### config.mk
export PLATFORM = sky130hd
export DESIGN_NAME = edge_event_arbiter
export DESIGN_NICKNAME = d
export VERILOG_FILES = /design/src/rtl/edge_arb_pkg.sv /design/src/rtl/edge_detect.sv /design/src/rtl/edge_event_arbiter.sv
export SDC_FILE = /design/constraint.sdc
export NUM_CORES = 1
export LEC_CHECK = 0
export ABC_AREA = 1
export CORE_UTILIZATION = 25
export CTS_CLUSTER_DIAMETER = 100
export DETAILED_ROUTE_END_ITERATION = 7
export GPL_ROUTABILITY_DRIVEN = 0
export GPL_TIMING_DRIVEN = 0
export PLACE_DENSITY = 0.5
export SYNTH_ARGS = -nofsm -noshare
export SYNTH_HDL_FRONTEND = slang
export SYNTH_HIERARCHICAL = 1
export SYNTH_SLANG_ARGS = --single-unit
### constraint.sdc
create_clock -name clk -period 4.4 [get_ports clk]
set_input_delay 1.1 -clock clk [delete_from_list [all_inputs] [get_ports clk]]
set_output_delay 1.1 -clock clk [all_outputs]
set_load 0.03 [all_outputs]
### src/rtl/edge_arb_pkg.sv
// Shared types, constants and the round-robin winner search for edge_event_arbiter.
package edge_arb_pkg;

  typedef enum logic {IDLE, HOLD} state_t;

  localparam int unsigned DROP_CNT_W = 8;
  localparam int unsigned MAX_N      = 16;

  // First set bit of pend[0 +: n], searching from rr upward with wrap-around.
  // Returns 0 when nothing is pending; callers only use the result when pend != 0.
  function automatic logic [3:0] rr_pick(input logic [MAX_N-1:0] pend,
                                         input logic [3:0]       rr,
                                         input int unsigned      n);
    logic [3:0]  win;
    logic        found;
    int unsigned idx;
    win   = '0;
    found = 1'b0;
    for (int unsigned i = 0; i < MAX_N; i++) begin
      idx = (32'(rr) + i) % n;
      if (!found && (i < n) && pend[idx[3:0]]) begin
        win   = idx[3:0];
        found = 1'b1;
      end
    end
    return win;
  endfunction

endpackage

### src/rtl/edge_detect.sv
// Per-channel rising-edge detector. The history flop resets high so a level
// already high when reset releases is not mistaken for an edge.
module edge_detect (
  input  logic i_clk,
  input  logic i_rst_n,
  input  logic i_level,
  output logic o_rise
);

  logic r_level_q;

  // Level history for edge detection.
  always_ff @(posedge i_clk or negedge i_rst_n) begin
    if (!i_rst_n) r_level_q <= 1'b1;
    else          r_level_q <= i_level;
  end

  assign o_rise = i_level & ~r_level_q;

endmodule

### src/rtl/edge_event_arbiter.sv
// Latches rising edges on N level channels as pending events and presents them
// one at a time on a valid/ready stream, round-robin between channels.
module edge_event_arbiter
  import edge_arb_pkg::*;
#(
  parameter int unsigned N    = 4,
  parameter int unsigned IDXW = $clog2(N)
) (
  input  logic                  clk,
  input  logic                  reset,
  input  logic [N-1:0]          level,
  input  logic                  out_ready,
  output logic                  out_valid,
  output logic [IDXW-1:0]       out_idx,
  output logic [N-1:0]          pending,
  output logic                  drop,
  output logic [DROP_CNT_W-1:0] drop_count
);

  logic [N-1:0]          w_rise;
  logic [N-1:0]          w_load_mask;
  logic [N-1:0]          w_pending_next;
  logic [N-1:0]          w_drop_vec;
  logic [3:0]            w_win_full;
  logic [IDXW-1:0]       w_win;
  logic                  w_load;
  state_t                w_state_next;

  state_t                r_state;
  logic [N-1:0]          r_pending;
  logic [IDXW-1:0]       r_idx;
  logic [IDXW-1:0]       r_rr;
  logic                  r_drop;
  logic [DROP_CNT_W-1:0] r_drop_count;

  for (genvar g = 0; g < N; g++) begin : g_edge
    edge_detect u_edge_detect (
      .i_clk   (clk),
      .i_rst_n (reset),
      .i_level (level[g]),
      .o_rise  (w_rise[g])
    );
  end

  // Winner is always chosen from the registered (pre-update) pending set.
  assign w_win_full = rr_pick(16'(r_pending), 4'(r_rr), N);
  assign w_win      = w_win_full[IDXW-1:0];

  // Next state and load decision.
  always_comb begin
    w_state_next = r_state;
    w_load       = 1'b0;
    case (r_state)
      IDLE: begin
        if (|r_pending) begin
          w_load       = 1'b1;
          w_state_next = HOLD;
        end
      end
      HOLD: begin
        if (out_ready) begin
          if (|r_pending) w_load = 1'b1;
          else            w_state_next = IDLE;
        end
      end
      default: w_state_next = IDLE;
    endcase
  end

  // Pending update: a new rise wins over the clear caused by loading.
  always_comb begin
    w_load_mask = '0;
    if (w_load) w_load_mask[w_win] = 1'b1;
    w_pending_next = (r_pending & ~w_load_mask) | w_rise;
    w_drop_vec     = w_rise & r_pending & ~w_load_mask;
  end

  // State, pending, output stage and round-robin pointer.
  always_ff @(posedge clk or negedge reset) begin
    if (!reset) begin
      r_state   <= IDLE;
      r_pending <= '0;
      r_idx     <= '0;
      r_rr      <= '0;
    end else begin
      r_state   <= w_state_next;
      r_pending <= w_pending_next;
      if (w_load) begin
        r_idx <= w_win;
        if (w_win == IDXW'(N - 1)) r_rr <= '0;
        else                       r_rr <= w_win + 1'b1;
      end
    end
  end

  // Drop pulse and saturating drop counter; simultaneous drops count once.
  always_ff @(posedge clk or negedge reset) begin
    if (!reset) begin
      r_drop       <= 1'b0;
      r_drop_count <= '0;
    end else begin
      r_drop <= |w_drop_vec;
      if ((|w_drop_vec) && (r_drop_count != '1)) r_drop_count <= r_drop_count + 1'b1;
    end
  end

  assign out_valid  = (r_state == HOLD);
  assign out_idx    = r_idx;
  assign pending    = r_pending;
  assign drop       = r_drop;
  assign drop_count = r_drop_count;

endmodule

==> impl_results.md <==
* Run status: finished, final reports clean
* Max Buffers Root-to-Sink at 2
* CP Capture Type: output pin
* Setup-failing EPs final at 0
* Core Region at 5240 sq um
* Layout Utilization at about a third
* Critical path class: reg2out
* Critical path's largest stage delay at 720 ps
* PwrDens at 755 nW/um^2
* Worst-path clk slew at 80 ps
* Vias at 1,152
* Starting utilization of the core area at around 27%
* Mapped Cells at 178
* Ports at 23
* Final wirelength at 2790 microns
* First-pass GRT wire length at between 5000 and 6000 microns
* # port buffers at 22
* FP Rows at 26
* Antenna violations before repair at 0
* DR vias/cell at 4.20
* Hold Path End: out_idx[1]
* Most common flop cell mapped by yosys: dfrtp_1
* CTS root buffer: clkbuf_8
* FILL cells at approximately 580
* Final min period at 2530 ps
* Mean Syn Cell Area at around 8 sq um
* CTS tree: yes
* RSZ-0062 raised after global routing: false
* Num CTS Buffers at 3
* Max-Cap Viols at 0
* Highest metal used: met3
* Number of flops mapped to enable cells by yosys at 0
* Largest family of logic cells by synthesized area: simple AND/OR/NAND/NOR gates
* Mux cell area share after synthesis at 0%
* Critical path data required time at approximately 3300 ps
* Dpl hpwl at 2160 microns
* Slew headroom at 31.9%
* Post-CTS setup repair buffer count at 0
* Largest area contributor in the synthesized netlist: dfrtp_1
* Total track usage at 10.5%
* DRC Markers at 0
* Latest clock arrival within the worst-skew pair at around 260 ps
* Lkg Pwr at about 0.89 nW
* Mapped Area at 1400 sq um
* R2R Path End: drop_count[4]
* Number of synthesis warnings at 6
* Router iterations before antenna repair at 4
* 1st-iter DRT viols at 41
* Crit path DAT at 1430 ps
* Clock Sink Count at 22
* Total Neg Setup Slack at 0 ps
* Syn-to-layout area delta at 25.9%
* Setup WS pre-CTS at 1810 ps
* Worst Max-Slew Pin Slew at 1020 ps
* Vias in the first global route at 1,091
* Most frequent cells in the layout: nand2_1, nand3_1, clkdlybuf4s50_1
* Die height at 76.9 microns
* Kind of launch point of the worst setup path: register
* Synthesized net count at between 150 and 200
* Adder-cell share of the synthesized area at 4.46%
* Die area at about 5900 sq um
* Fin worst setup slack at 1870 ps
* R2R Setup Slk at 1930 ps
* Layout cells sized above 1 at roughly 20%
* # diodes at 0
* Cell variety after synth at 23
* Area contributors post-synth: dfrtp_1, nand2_1, nand3_1
* Worst vdd ir at roughly 320 uV
* Reg-to-reg startpoint: r_rr[1]
* Hold path cells at 2
* WL per Instance at a little over 10 microns
* Routed wire length on met3 at 83 microns
* Clock Skew at 5.60 ps
* Most common cell after layout, fill and taps aside: nand2_1
* Sequential cell area at 556 sq um
* Hold Startpoint: out_idx[1]
* Post-synth top area share at 32.1%
* Fin. Hold Viols at 0
* Tcrit/Tclk final at between 50 and 60%
* Largest net degree at the start of global routing at 23
* ANT nets after route at 0
* Synth Area in Compound Gates at under 10%
* Gr ovfl total at 0
* Reg2Reg Depth at 19
* Slowest CP cell: clkdlybuf4s50_1
* HP Class: reg2reg
* Yosys reg bits at 22
* Final #Nets at 217
* Max FO, Critical Path at 6
* FFs w/ async S/R, synth at between 90% and 100%
* Die Width at 76.9 microns
* Post_cts resized at 0
* Crit path from: pending[3]
* Post-cts hold buffer count at 0
* XOR/XNOR share of the synthesized area at 3.75%
* Part of the Yosys area used for sequential elements at 39.6%
* Post-route met1 wirelength at between 1000 and 1500 microns
* FMAX at 396 MHz
* Simple-gate share of the synthesized area at a little over 40%
* CP cell instances: clkdlybuf4s50_1
* Critical path's top delay family: buffers and inverters
* Max-slew violation total from the final report at 0
* H-tree levels at 1
* Crit path buffers/inverters at 1
* Area of the multi-input gates at 746 sq um
* Metal2 WL at roughly 1200 microns
[worst reg2reg max path, cell delays in order (launching register included)]
cell and delay (ps):
dfrtp_1 470, inv_2 150, nand2_1 80, nand2_2 80
nand2_2 60, nand2_4 90, inv_4 40, nor3_4 160
nand3_1 120, nand2_1 160, inv_2 60, ha_1 170
nand3_1 100, nand3_1 70, nand2_1 60, inv_1 40
nand2_2 180, nand2_4 120, nand2_1 80, nand2_1 50
[logic make-up (layout without fill, tap and decap cells)]
group,count (synthesis),after routing
xor+xnor,6,6
simple gates,112,112
flops,22,22
buf+inv,24,50
compound gates,9,9
fa+ha+maj,5,5
[synth_stat cells, types with 4 or more instances]
cell     instances
a21o_1           4
dfrtp_1         18
dfstp_2          4
ha_1             5
inv_1           18
inv_2            4
nand2_1         56
nand2_2         13
nand2_4          4
nand3_1         22
nand3_2          4
nor2_1           4
nor2_2           4
[registers in the layout (all words and copies together), names as in the netlist]
name	flops
r_rr	2
pending	4
out_idx	2
g_edge.u_edge_detect/r_level_q	4
drop	1
drop_count	8
out_valid	1
[stage by stage]
stage	instance area, sq um	total power [mW]	instances	hold WS (ps)
finish	1760	1.33	274	489
global route	1760	1.47	274	518
CTS	1760	1.36	274	492
detailed placement	1710	1.20	270	470
global placement	1710	1.20	270	470
floorplan	1400	0.975	178	561
[how the worst max path moves through the flow]
| stage | endpoint | slack [ps] | depth (start not counted) |
|---|---|---|---|
| after global placement | drop_count[1] | 1840 | 12 |
| after detailed placement | drop_count[4] | 1810 | 12 |
| after floorplan | drop_count[2] | 2140 | 17 |
| final | pending[3] | 1870 | 1 |
| after CTS | pending[3] | 1860 | 1 |
| after global routing | drop_count[2] | 1600 | 19 |
[cell type report]
type                       instances  area share, %
sequential                        22           31.5
inverter                          23           5.04
tap                               70           4.96
multi-input combinational        132           42.3
buffer                             1          0.638
timing repair buffer              22           12.5
clock buffer                       4           3.12
[power by group]
| part | switching (mW) | internal (mW) |
|---|---|---|
| clock network | 0.0657 | 0.0797 |
| logic | 0.537 | 0.314 |
| registers | 0.0686 | 0.268 |
[layer usage]
metal / vias to the layer above / GRT usage, %
met3: 0 / 1.55
met4: 0 / 2.31
met2: 19 / 16.7
met5: - / 0
met1: 520 / 14.9
li1: 613 / -
No activity file was read; power rests on OpenSTA's default activity.
